--- config.mk ---
export PLATFORM = sky130hd
export DESIGN_NAME = pcm_access_sched_flat
export DESIGN_NICKNAME = d
export VERILOG_FILES = /design/src/rtl/pcm_access_sched_if.sv /design/src/rtl/pcm_access_sched.sv /design/src/flat_wrapper.sv
export SDC_FILE = /design/constraint.sdc
export NUM_CORES = 1
export LEC_CHECK = 0
export BUFFER_PORTS_ARGS = -buffer_cell sky130_fd_sc_hd__buf_2
export CAP_MARGIN = 20
export CELL_PAD_IN_SITES_DETAIL_PLACEMENT = 1
export CELL_PAD_IN_SITES_GLOBAL_PLACEMENT = 1
export CORE_MARGIN = 2
export CORE_UTILIZATION = 30
export DETAILED_ROUTE_END_ITERATION = 12
export GPL_ROUTABILITY_DRIVEN = 0
export PLACE_DENSITY_LB_ADDON = 0.3
export SLEW_MARGIN = 20
export SYNTH_ARGS = -nofsm -noshare
export SYNTH_HDL_FRONTEND = slang
export SYNTH_SLANG_ARGS = --single-unit
--- constraint.sdc ---
create_clock -name clk -period 3.95 [get_ports clk]
set_clock_uncertainty 0.1 [all_clocks]
set_input_delay 0.79 -clock clk [delete_from_list [all_inputs] [get_ports clk]]
set_output_delay 0.79 -clock clk [all_outputs]
set_load 0.01 [all_outputs]
--- src/rtl/pcm_access_sched_if.sv ---
// PCM array port: the access scheduler is the master, the array is the slave.
// The array raises pcm_gnt to accept a request; read data follows RD_LAT cycles later.
interface pcm_access_sched_if #(
  parameter int ADDR_W = 20,
  parameter int DATA_W = 16
);
  logic              pcm_req;
  logic              pcm_we;
  logic [ADDR_W-1:0] pcm_addr;
  logic [DATA_W-1:0] pcm_wdata;
  logic              pcm_gnt;
  logic [DATA_W-1:0] pcm_rdata;

  modport master (
    output pcm_req, pcm_we, pcm_addr, pcm_wdata,
    input  pcm_gnt, pcm_rdata
  );

  modport slave (
    input  pcm_req, pcm_we, pcm_addr, pcm_wdata,
    output pcm_gnt, pcm_rdata
  );
endinterface

--- src/rtl/pcm_access_sched.sv ---
// Runs one scheduled access on the PCM array port. Writes are program,
// read back, compare, and are retried up to MAX_RETRY extra times on mismatch.
module pcm_access_sched #(
  parameter int ADDR_W    = 20,
  parameter int DATA_W    = 16,
  parameter int RD_LAT    = 4,
  parameter int WR_LAT    = 12,
  parameter int MAX_RETRY = 3
) (
  input  logic              clk,
  input  logic              reset_n,
  input  logic              schedule,
  input  logic [ADDR_W-1:0] addr,
  input  logic              cpu_write,
  input  logic [DATA_W-1:0] cpu_in,
  output logic              resolved,
  output logic [DATA_W-1:0] data_in,
  output logic              wr_err,
  output logic              busy,
  pcm_access_sched_if.master pcm
);

  localparam int               MAX_LAT   = (RD_LAT > WR_LAT) ? RD_LAT : WR_LAT;
  localparam int               LAT_W     = $clog2(MAX_LAT + 1);
  localparam logic [LAT_W-1:0] RD_LOAD   = LAT_W'(RD_LAT - 1);
  localparam logic [LAT_W-1:0] WR_LOAD   = LAT_W'(WR_LAT - 1);
  localparam logic [2:0]       RETRY_LIM = 3'(MAX_RETRY);

  typedef enum logic [2:0] {
    IDLE, RD_REQ, RD_WAIT, WR_REQ, WR_WAIT, VF_REQ, VF_WAIT, DONE
  } state_t;

  state_t            state;
  state_t            next_state;
  logic [LAT_W-1:0]  lat_cnt;
  logic [2:0]        retry_cnt;
  logic [ADDR_W-1:0] addr_q;
  logic [DATA_W-1:0] wdata_q;
  logic              lat_done;
  logic              verify_ok;
  logic              can_retry;
  logic              req_c;
  logic              we_c;

  assign lat_done  = (lat_cnt == '0);
  assign verify_ok = (pcm.pcm_rdata == wdata_q);
  assign can_retry = (retry_cnt < RETRY_LIM);

  always_ff @(posedge clk or negedge reset_n) begin
    if (!reset_n) state <= IDLE;
    else          state <= next_state;
  end

  always_comb begin
    next_state = state;
    req_c      = 1'b0;
    we_c       = 1'b0;
    case (state)
      IDLE:    if (schedule) next_state = cpu_write ? WR_REQ : RD_REQ;
      RD_REQ: begin
        req_c = 1'b1;
        if (pcm.pcm_gnt) next_state = RD_WAIT;
      end
      RD_WAIT: if (lat_done) next_state = DONE;
      WR_REQ: begin
        req_c = 1'b1;
        we_c  = 1'b1;
        if (pcm.pcm_gnt) next_state = WR_WAIT;
      end
      WR_WAIT: if (lat_done) next_state = VF_REQ;
      VF_REQ: begin
        req_c = 1'b1;
        if (pcm.pcm_gnt) next_state = VF_WAIT;
      end
      VF_WAIT: begin
        if (lat_done) begin
          if (verify_ok)      next_state = DONE;
          else if (can_retry) next_state = WR_REQ;
          else                next_state = DONE;
        end
      end
      DONE:    next_state = IDLE;
      default: next_state = IDLE;
    endcase
  end

  // The latched copy of the request drives the whole access, retries included.
  always_ff @(posedge clk or negedge reset_n) begin
    if (!reset_n) begin
      lat_cnt   <= '0;
      retry_cnt <= '0;
      addr_q    <= '0;
      wdata_q   <= '0;
      data_in   <= '0;
      wr_err    <= 1'b0;
    end else begin
      case (state)
        IDLE: begin
          if (schedule) begin
            addr_q    <= addr;
            wdata_q   <= cpu_in;
            retry_cnt <= '0;
          end
        end
        RD_REQ, VF_REQ: if (pcm.pcm_gnt) lat_cnt <= RD_LOAD;
        WR_REQ:         if (pcm.pcm_gnt) lat_cnt <= WR_LOAD;
        RD_WAIT: begin
          if (lat_done) data_in <= pcm.pcm_rdata;
          else          lat_cnt <= lat_cnt - 1'b1;
        end
        WR_WAIT: if (!lat_done) lat_cnt <= lat_cnt - 1'b1;
        VF_WAIT: begin
          if (!lat_done) begin
            lat_cnt <= lat_cnt - 1'b1;
          end else if (verify_ok) begin
            data_in <= wdata_q;
          end else if (can_retry) begin
            retry_cnt <= retry_cnt + 3'd1;
          end else begin
            wr_err  <= 1'b1;
            data_in <= pcm.pcm_rdata;
          end
        end
        default: ;
      endcase
    end
  end

  assign resolved      = (state == DONE);
  assign busy          = (state != IDLE);
  assign pcm.pcm_req   = req_c;
  assign pcm.pcm_we    = we_c;
  assign pcm.pcm_addr  = addr_q;
  assign pcm.pcm_wdata = wdata_q;

endmodule

--- src/flat_wrapper.sv ---
// flat-port wrapper written by rule: the top's interface ports become plain ports
module pcm_access_sched_flat 
#(
  parameter int ADDR_W    = 20,
  parameter int DATA_W    = 16,
  parameter int RD_LAT    = 4,
  parameter int WR_LAT    = 12,
  parameter int MAX_RETRY = 3
)
  (clk, reset_n, schedule, addr, cpu_write, cpu_in, resolved, data_in, wr_err, busy, pcm_pcm_req, pcm_pcm_we, pcm_pcm_addr, pcm_pcm_wdata, pcm_pcm_gnt, pcm_pcm_rdata);
  pcm_access_sched_if #(.ADDR_W(ADDR_W), .DATA_W(DATA_W)) pcm_i ();
  input  logic clk;
  input  logic reset_n;
  input  logic schedule;
  input  logic [ADDR_W-1:0] addr;
  input  logic cpu_write;
  input  logic [DATA_W-1:0] cpu_in;
  output logic resolved;
  output logic [DATA_W-1:0] data_in;
  output logic wr_err;
  output logic busy;
  output wire logic [$bits(pcm_i.pcm_req)-1:0] pcm_pcm_req;
  output wire logic [$bits(pcm_i.pcm_we)-1:0] pcm_pcm_we;
  output wire logic [$bits(pcm_i.pcm_addr)-1:0] pcm_pcm_addr;
  output wire logic [$bits(pcm_i.pcm_wdata)-1:0] pcm_pcm_wdata;
  input wire logic [$bits(pcm_i.pcm_gnt)-1:0] pcm_pcm_gnt;
  input wire logic [$bits(pcm_i.pcm_rdata)-1:0] pcm_pcm_rdata;
  assign pcm_pcm_req = pcm_i.pcm_req;
  assign pcm_pcm_we = pcm_i.pcm_we;
  assign pcm_pcm_addr = pcm_i.pcm_addr;
  assign pcm_pcm_wdata = pcm_i.pcm_wdata;
  assign pcm_i.pcm_gnt = pcm_pcm_gnt;
  assign pcm_i.pcm_rdata = pcm_pcm_rdata;
  pcm_access_sched #(.ADDR_W(ADDR_W), .DATA_W(DATA_W), .RD_LAT(RD_LAT), .WR_LAT(WR_LAT), .MAX_RETRY(MAX_RETRY)) u_core (.clk(clk), .reset_n(reset_n), .schedule(schedule), .addr(addr), .cpu_write(cpu_write), .cpu_in(cpu_in), .resolved(resolved), .data_in(data_in), .wr_err(wr_err), .busy(busy), .pcm(pcm_i));
endmodule
==> results.ini <==
[floorplanning]
die_h_um = 101
die_w_um = 101
core_mm2 = 0.00920
ios = 114
start_util_pct = 30.9
rows = 35
dieArea_mm2 = 0.0103

[power_and_ir_drop]
pwr-share-seq_pct = 38.8
combPwrFrac_pct = 38.7
power.leakage_uw = 0.00183
p_per_area_mw_per_mm2 = 815
power_switching_uw = 1040
clkPwrFrac_pct = 22.5
swShare_pct = 33.8
internal_power_uw = 2030
ir_drop_v = 0.000339

[final_layout]
areaGrowthSynthToFinish_pct = 32.7
drive_gt1_share_pct = 58.8
layout.cells.non_filler = 439
antennaDiodeCount = 0
final_nets = 383

[clocking]
numCtsBuffers = 9
clock-sinks = 63
clkTransAtPathRegs_ns = 0.07
clock_latency_ns = 0.33
htree_levels = 3
cts_tree = done
ctsResizeCount = 0
root_buffer = clkbuf_8
cts_setup_buffers = 0
clock_path_buffers = 2
hold_buffers = 0

[critical_path]
r2r_setup_slack_ns = 1.44
startpoint_type = flip-flop
reg2regPathDepth = 3
cp_max_fo = 16
critical_path_class = reg -> reg
reg2reg_from = u_core.state[0]$_DFFE_PN0P_
cp.arrival_ns = 2.63
worst_setup_path_end_kind = flip-flop
cp_slowest_cell = o31ai_4
r2r-end = u_core.data_in[0]$_DFFE_PN0P_
cp_num_buf_inv = 0
required_ns = 4.07
critical-path-top-delay-family = compound AO/OA/AOI/OAI gates
cp_cell_sequence = nand3b_1 > o31ai_4 > mux2_2
slowest_delay_ns = 0.98

[sta]
period_minus_slack_ns = 2.51
max_freq_mhz = 399
hold_viol = 0
setup_viol = 0
tightest_slew_ns = 1.07
relSlewSlack_pct = 28.9
timing.final.max_slew_violations = 0
timing.setup.tns_ns = 0
post-route-period-util_pct = 63.5
rsz0062_at_grt = no

[route]
drc = 0
viasPerCell = 4.69
drt.antenna.violating_nets = 0
wl_mm = 6.67
drtIter0Drc = 57
wl_per_cell_um = 15.2
vias = 2060
firstDrtPassIters = 4

[synthesis]
synth.most_common_cell = dfrtp_1
seq_area_frac_synth_pct = 55.6
synth_seq_cells = 63
synthArstFlopShare_pct = 100
synth_top_area_share_pct = 55.6
yosysUniqueCellTypes = 41
syn_area_mm2 = 0.00284
synth_top_area_cell = dfrtp_1
netlist_instances = 204
synth_warnings = 0
synth_common_cells = dfrtp_1, mux2_2, xnor2_1
ys.flop_type = dfrtp_1
synth_edf_count = 0
synth_area_leaders = dfrtp_1, mux2_2, mux2_4
synth_nets = 264
syn_area_per_cell_um2 = 13.9

[placed_design]
io_buffers = 113
dp_hpwl_mm = 5.02
dp.cells = 423

[global_routing]
antenna_found_initial = 0
grt_max_degree = 26
gr-total-overflow = 0
grt_use_total_pct = 13.6
first_global_vias = 2143
grt_pass1_wl_mm = 10.9

[min_path]
min_path_type = in -> async

[run]
max-cap-violations = 0

[status]
status = finished, final reports clean

==> logic make-up after synthesis <==
family	share of synthesized area, %
DFF	55.6
muxes	22.3
and+or+nand+nor	8.20
AOI/OAI and AO/OA	5.69
xor gates and xnor gates	4.94
buffers and inverters	1.98
adders and majority gates	1.32
==> metrics by stage <==
stage	total power [uW]	util, %	hold WS, ns	setup WS [ns]	cell area, um^2
6_report	3070	41.0	0.286	1.44	3770
2_1_floorplan	1940	-	0.362	1.64	2840
3_3_place_gp	2380	38.3	0.379	1.10	3520
5_1_grt	3290	41.0	0.309	1.29	3770
4_1_cts	3130	41.0	0.292	1.41	3770
3_5_place_dp	2410	38.3	0.387	1.07	3520
==> state kept, by name, summed over array words and instances, names as in the netlist <==
| register | cells |
|---|---|
| u_core.retry_cnt | 3 |
| u_core.lat_cnt | 4 |
| u_core.pcm.pcm_addr | 20 |
| u_core.state | 3 |
| u_core.wr_err | 1 |
| u_core.data_in | 16 |
| u_core.pcm.pcm_wdata | 16 |
==> layout by cell type, fill, tap and decap left out, drive strengths merged, types with 2 or more instances in the layout <==
master	instances
nor2b	2
nor2	10
nor3	2
inv	3
clkinv	2
a31o	2
a21oi	4
nand2b	2
ha	3
nand3b	2
mux2	52
bufinv	3
and2	3
dfrtp	63
nand2	7
clkbuf	10
nand4	4
buf	116
xnor2	16
==> routing by layer <==
metal | share of wire [%] | wire length (um) | up-vias | track usage, %
met5 | 0 | 0 | - | 0
met1 | 45 | 3000 | 1008 | 18.0
met3 | 8.1 | 538 | 8 | 5.11
met4 | 1.2 | 79 | 0 | 4.37
li1 | - | - | 969 | -
met2 | 46 | 3050 | 75 | 20.6
==> worst max-delay path by stage <==
stage / from / end / slack (ns) / cells past startpoint
after floorplan: pcm_pcm_rdata[9] / u_core.data_in[10]$_DFFE_PN0P_ / 1.64 / 6
after global placement: pcm_pcm_rdata[3] / u_core.data_in[4]$_DFFE_PN0P_ / 1.10 / 6
after detailed placement: pcm_pcm_rdata[9] / u_core.data_in[0]$_DFFE_PN0P_ / 1.07 / 6
after CTS: u_core.state[0]$_DFFE_PN0P_ / u_core.data_in[0]$_DFFE_PN0P_ / 1.41 / 3
after global routing: u_core.state[0]$_DFFE_PN0P_ / u_core.data_in[0]$_DFFE_PN0P_ / 1.29 / 3
final: u_core.state[0]$_DFFE_PN0P_ / u_core.data_in[0]$_DFFE_PN0P_ / 1.44 / 3
==> power by group through the flow <==
stage	clock (uW)	sequential, uW	combinational (uW)
2_1_floorplan	0	1270	672
3_3_place_gp	0	1190	1190
3_5_place_dp	0	1200	1210
6_report	691	1190	1190
5_1_grt	744	1240	1310
4_1_cts	714	1200	1220
==> area by class of cell <==
cell class                      count  area, um^2
Clock buffer                       10         138
Clock inverter                      6         108
Fill cell                        1039        5430
Inverter                            3        11.3
Multi-Input combinational cell    130        1210
Sequential cell                    63        1580
Tap cell                          111         139
Timing Repair Buffer              116         588
Note: power is estimated with default switching activity, not from simulation.
